$ cat src/rtl/uart_fifo_pkg.sv
// Shared constants and helpers for the UART FIFO datapath.
package uart_fifo_pkg;

  localparam int FIFO_STD  = 0;
  localparam int FIFO_FWFT = 1;

  function automatic int clog2(input int unsigned value);
    int unsigned v;
    int          r;
    v = (value > 1) ? value - 1 : 0;
    r = 0;
    while (v > 0) begin
      r++;
      v = v >> 1;
    end
    return r;
  endfunction

endpackage

$ cat src/rtl/uart_fifo_mem.sv
// FIFO storage array: one synchronous write port, one combinational read port, no reset.
module uart_fifo_mem #(
  parameter int WIDTH = 8,
  parameter int DEPTH = 256,
  parameter int AW    = 8
) (
  input  logic             clock,
  input  logic             we,
  input  logic [AW-1:0]    waddr,
  input  logic [WIDTH-1:0] wdata,
  input  logic [AW-1:0]    raddr,
  output logic [WIDTH-1:0] rdata
);

  logic [WIDTH-1:0] mem [DEPTH];

  always_ff @(posedge clock) begin
    if (we) mem[waddr] <= wdata;
  end

  assign rdata = mem[raddr];

endmodule

$ cat src/rtl/uart_sync_fifo.sv
// Single-clock UART data FIFO with occupancy count, threshold flag, sticky
// overflow/underflow errors and optional first-word-fall-through read.
module uart_sync_fifo
  import uart_fifo_pkg::*;
#(
  parameter int WIDTH = 8,
  parameter int DEPTH = 256,
  parameter int FWFT  = FIFO_STD,
  parameter int CW    = clog2(DEPTH + 1)
) (
  input  logic             clock,
  input  logic             reset,
  input  logic [WIDTH-1:0] data_in,
  input  logic             write_n,
  input  logic             read_n,
  input  logic [CW-1:0]    level,
  input  logic             err_clr,
  output logic [WIDTH-1:0] data_out,
  output logic             full,
  output logic             empty,
  output logic             half,
  output logic [CW-1:0]    count,
  output logic             overflow,
  output logic             underflow
);

  localparam int AW = clog2(DEPTH);

  logic [AW-1:0]    wr_ptr;
  logic [AW-1:0]    rd_ptr;
  logic [CW-1:0]    cnt_q;
  logic [WIDTH-1:0] head;
  logic             wr_req;
  logic             rd_req;
  logic             wr_acc;
  logic             rd_acc;

  always_comb begin
    full   = (cnt_q == CW'(DEPTH));
    empty  = (cnt_q == '0);
    half   = (cnt_q >= level);
    count  = cnt_q;
    wr_req = ~write_n;
    rd_req = ~read_n;
    rd_acc = rd_req & ~empty;
    // A full FIFO still takes a write when a read frees a slot in the same cycle.
    wr_acc = wr_req & (~full | rd_acc);
  end

  always_ff @(posedge clock or posedge reset) begin
    if (reset) begin
      wr_ptr    <= '0;
      rd_ptr    <= '0;
      cnt_q     <= '0;
      overflow  <= 1'b0;
      underflow <= 1'b0;
    end else begin
      if (wr_acc) wr_ptr <= wr_ptr + AW'(1);
      if (rd_acc) rd_ptr <= rd_ptr + AW'(1);
      unique case ({wr_acc, rd_acc})
        2'b10:   cnt_q <= cnt_q + CW'(1);
        2'b01:   cnt_q <= cnt_q - CW'(1);
        default: cnt_q <= cnt_q;
      endcase
      // A new error in the same cycle as err_clr keeps the flag set.
      if (wr_req && !wr_acc) overflow <= 1'b1;
      else if (err_clr)      overflow <= 1'b0;
      if (rd_req && !rd_acc) underflow <= 1'b1;
      else if (err_clr)      underflow <= 1'b0;
    end
  end

  uart_fifo_mem #(
    .WIDTH (WIDTH),
    .DEPTH (DEPTH),
    .AW    (AW)
  ) u_mem (
    .clock (clock),
    .we    (wr_acc),
    .waddr (wr_ptr),
    .wdata (data_in),
    .raddr (rd_ptr),
    .rdata (head)
  );

  generate
    if (FWFT == FIFO_FWFT) begin : g_fwft
      assign data_out = head;
    end else begin : g_std
      logic [WIDTH-1:0] dout_q;
      always_ff @(posedge clock or posedge reset) begin
        if (reset)       dout_q <= '0;
        else if (rd_acc) dout_q <= head;
      end
      assign data_out = dout_q;
    end
  endgenerate

endmodule

$ cat config.mk
export PLATFORM = sky130hd
export DESIGN_NAME = uart_sync_fifo
export DESIGN_NICKNAME = d
export VERILOG_FILES = /design/src/rtl/uart_fifo_pkg.sv /design/src/rtl/uart_fifo_mem.sv /design/src/rtl/uart_sync_fifo.sv
export SDC_FILE = /design/constraint.sdc
export NUM_CORES = 2
export LEC_CHECK = 0
export ABC_CLOCK_PERIOD_IN_PS = 7210
export BUFFER_PORTS_ARGS = -buffer_cell sky130_fd_sc_hd__buf_2
export CAP_MARGIN = 30
export CORE_ASPECT_RATIO = 0.5
export CORE_MARGIN = 2
export CORE_UTILIZATION = 60
export DETAILED_ROUTE_END_ITERATION = 8
export PLACE_DENSITY = 0.73
export SETUP_SLACK_MARGIN = 0.15
export SLEW_MARGIN = 20
export SYNTH_ARGS = -nofsm -noshare
export SYNTH_HDL_FRONTEND = slang
export SYNTH_SLANG_ARGS = --single-unit
$ cat constraint.sdc
create_clock -name clock -period 7.21 [get_ports clock]
set_input_delay 0.3605 -clock clock [delete_from_list [all_inputs] [get_ports clock]]
set_output_delay 0.3605 -clock clock [all_outputs]
set_load 0.005 [all_outputs]
==> results.cfg <==
[logic_synthesis]
synth_cells = 3732
ys_seq_area_frac = 0.771
synth.ff_latch_count = 2083
async_reset_ff_frac = 0.0168
synthTopCellsByArea = edfxtp_1, mux4_2, nor2_1, dfrtp_1, a22oi_1
synthFlopType = edfxtp_1
synth_top_cell_by_area = edfxtp_1
synth_edf_count = 2048
yosys_warnings = 0
syn_area_mm2 = 0.0809
synth_cell_types = 55
syn_nets = 3776
synth.top_cell.area_share = 0.760
syn_avg_cell_area_um2 = 21.7

[routing]
wl_um = 201000
drtAntennaViolNets = 0
dr.first_iter.drc_count = 6543
wl_per_cell_um = 34.8
vias = 40300
drtPass1Iterations = 6
drc = 0
viasPerCell = 6.98

[final_layout]
final_cell_mix = edfxtp_1, mux4_2, nor2_1
layout_commonest_cell = edfxtp_1
fin_nets = 3878
final_util = 0.662
area_growth_pct = 9.73
drive_gt1_frac = 0.237

[sta]
rsz0062_at_grt = false
maxSlewHeadroom = 0.250
report.final.slew_viol_count = 0
clock.fmax_mhz = 216
timing.final.crit_share = 0.641
setup_viol = 0
finalHoldViolations = 0
min_period_ps = 4620
fin_ws_ps = 2590
worst_pin_slew_ps = 1120
finalSetupTns_ps = 0
skew_ps = 30.5

[worst_setup_path]
worstPathArrival_ps = 5310
worstSetupPathType = flip-flop to flip-flop
startpoint_type = flip-flop
end_kind = flip-flop
cp_cell_sequence = buf_12 > mux4_2 > mux4_2 > o31ai_1 > a211oi_1 > a211o_1
crit_family = compound AO/OA/AOI/OAI gates
cp_num_buf_inv = 1
path_max_fanout = 100
path_common_cell = mux4_2
critPathMaxStageDelay_ps = 1010
worstPathRequired_ps = 7890
slowest_stage = dfrtp_4

[floorplanning]
io_pins = 44
initial_utilization = 0.604
die_w_um = 523
rows = 95
coreArea_mm2 = 0.134
die_h_um = 264
design.die.area_mm2 = 0.138

[pwr]
power_frac_clock = 0.283
comb_power_share = 0.295
internal_power_w = 0.0223
p_leak_nw = 27.5
seq_power_share = 0.422
powerDensity_mw_per_mm2 = 369
p_sw_frac = 0.321
peakVddDrop_v = 0.000319
p_sw_w = 0.0105

[status]
status = finished clean

[clocking]
clock_sinks = 2083
clk_pin_slew_worst_paths_ps = 70
cts_buffers = 172
cts_max_level = 4
cts_post_setup_buffers_inserted = 0
clock_latency_ps = 800
cts_tree = yes
cts_root_buffer = clkbuf_16
clock_path_buffers = 3

[worst_hold_path]
hp-class = input port to flip-flop

[placement]
io_buffer_count = 43
dp_hpwl_um = 119000
gp_congestion = 0.917
dpl_worst_slack_ps = 2660

[grt]
grt_max_degree = 193
grt_overflow_total = 0
grt_antenna_before_repair = 8
grt_pass1_wl_um = 286000
grt_pass1_vias = 39500
grt_usage = 0.294

[flow_run]
maxCapViolations = 0
## cell families after synthesis
logic type	share of synthesized area
DFF	0.771
adders and majority gates	0.00349
xor gates and xnor gates	0.00238
and+or+nand+nor	0.0229
AOI/OAI and AO/OA	0.0292
muxes	0.154
buffers and inverters	0.0170
## worst register-to-register path, stage by stage (launching register included)
cell and delay (ps):
dfrtp_4 1010, buf_12 680, mux4_2 870, mux4_2 580, o31ai_1 850, a211oi_1 200
a211o_1 330
## power groups by stage
| stage | clock (W) | sequential, W | combinational (W) |
|---|---|---|---|
| after floorplan | 0 | 0.0138 | 0.00629 |
| after global placement | 0 | 0.0141 | 0.00929 |
| after detailed placement | 0 | 0.0141 | 0.00944 |
| after CTS | 0.00931 | 0.0138 | 0.00948 |
| after global routing | 0.00975 | 0.0138 | 0.0100 |
| final | 0.00927 | 0.0138 | 0.00969 |
## final timing paths
path | from | to | slack, ps | depth (start not counted)
worst max-delay path | rd_ptr[0] | data_out[6] | 2590 | 6
worst min-delay path | data_in[5] | u_mem.mem[135][5] | 50 | 1
worst max register to register | rd_ptr[0] | data_out[6] | 2590 | 6
worst min register to register | wr_ptr[5] | wr_ptr[5] | 560 | 1
max in group asynchronous | reset | rd_ptr[2] | 6640 | 4
min in group asynchronous | reset | count[6] | 60 | 3
## area by class of cell
type / count / area [µm²]
tap: 1794 / 2240
multi-input combinational: 1408 / 17200
sequential: 2083 / 62400
fill: 8303 / 45300
clock inverter: 99 / 835
antenna: 3 / 7.51
inverter: 22 / 82.6
clock buffer: 217 / 4640
timing repair buffer: 147 / 1360
## cell usage after synthesis (3+ instances only)
cell type	count
nand2_1	81
buf_2	44
nand3_1	35
o21bai_1	4
a21oi_1	17
clkbuf_1	102
mux2i_1	57
a21o_1	5
mux4_2	518
and3_1	3
o22ai_1	23
a31oi_1	5
a221oi_1	49
nand4_1	4
a211oi_1	9
o211ai_1	18
buf_8	5
xor2_1	3
o21ai_0	56
buf_6	23
nor2_1	280
buf_4	24
buf_12	5
a22oi_1	112
xnor2_1	19
or2_2	3
a211o_1	5
mux4_1	9
dfrtp_1	35
edfxtp_1	2048
buf_1	12
nor3_1	8
nor2b_1	10
nand2b_1	7
ha_1	21
and2_1	8
nor4_1	5
o21ai_1	12
inv_1	22
a221oi_2	5
## metal layers
layer / global-route usage / part of all wire / vias to the layer above
met5: 0 / 0.000065 / -
met1: 0.433 / 0.38 / 21300
met3: 0.107 / 0.15 / 382
met2: 0.422 / 0.45 / 2830
met4: 0.0815 / 0.028 / 2
li1: - / - / 15800
## repair_timing
action	4_1_cts	5_1_grt
hold buffers	5	1
hold endpoints to repair	37	24
gates resized for setup	0	0
## state kept, by name, indices dropped and copies added (netlist names)
register / cells
wr_ptr: 8
u_mem.mem: 2048
overflow: 1
count: 9
rd_ptr: 8
underflow: 1
data_out: 8
## per-stage QoR
stage | cell area (µm²) | cells | total power, W | hold slack [ps]
2_1_floorplan | 80900 | 3732 | 0.0201 | 450
3_3_place_gp | 82900 | 5427 | 0.0234 | 512
3_5_place_dp | 83000 | 5435 | 0.0235 | 532
4_1_cts | 88500 | 5756 | 0.0326 | 56.2
5_1_grt | 88800 | 5771 | 0.0336 | 32.9
6_report | 88800 | 5773 | 0.0328 | 45.7
Power figures use the tool's default switching activity.
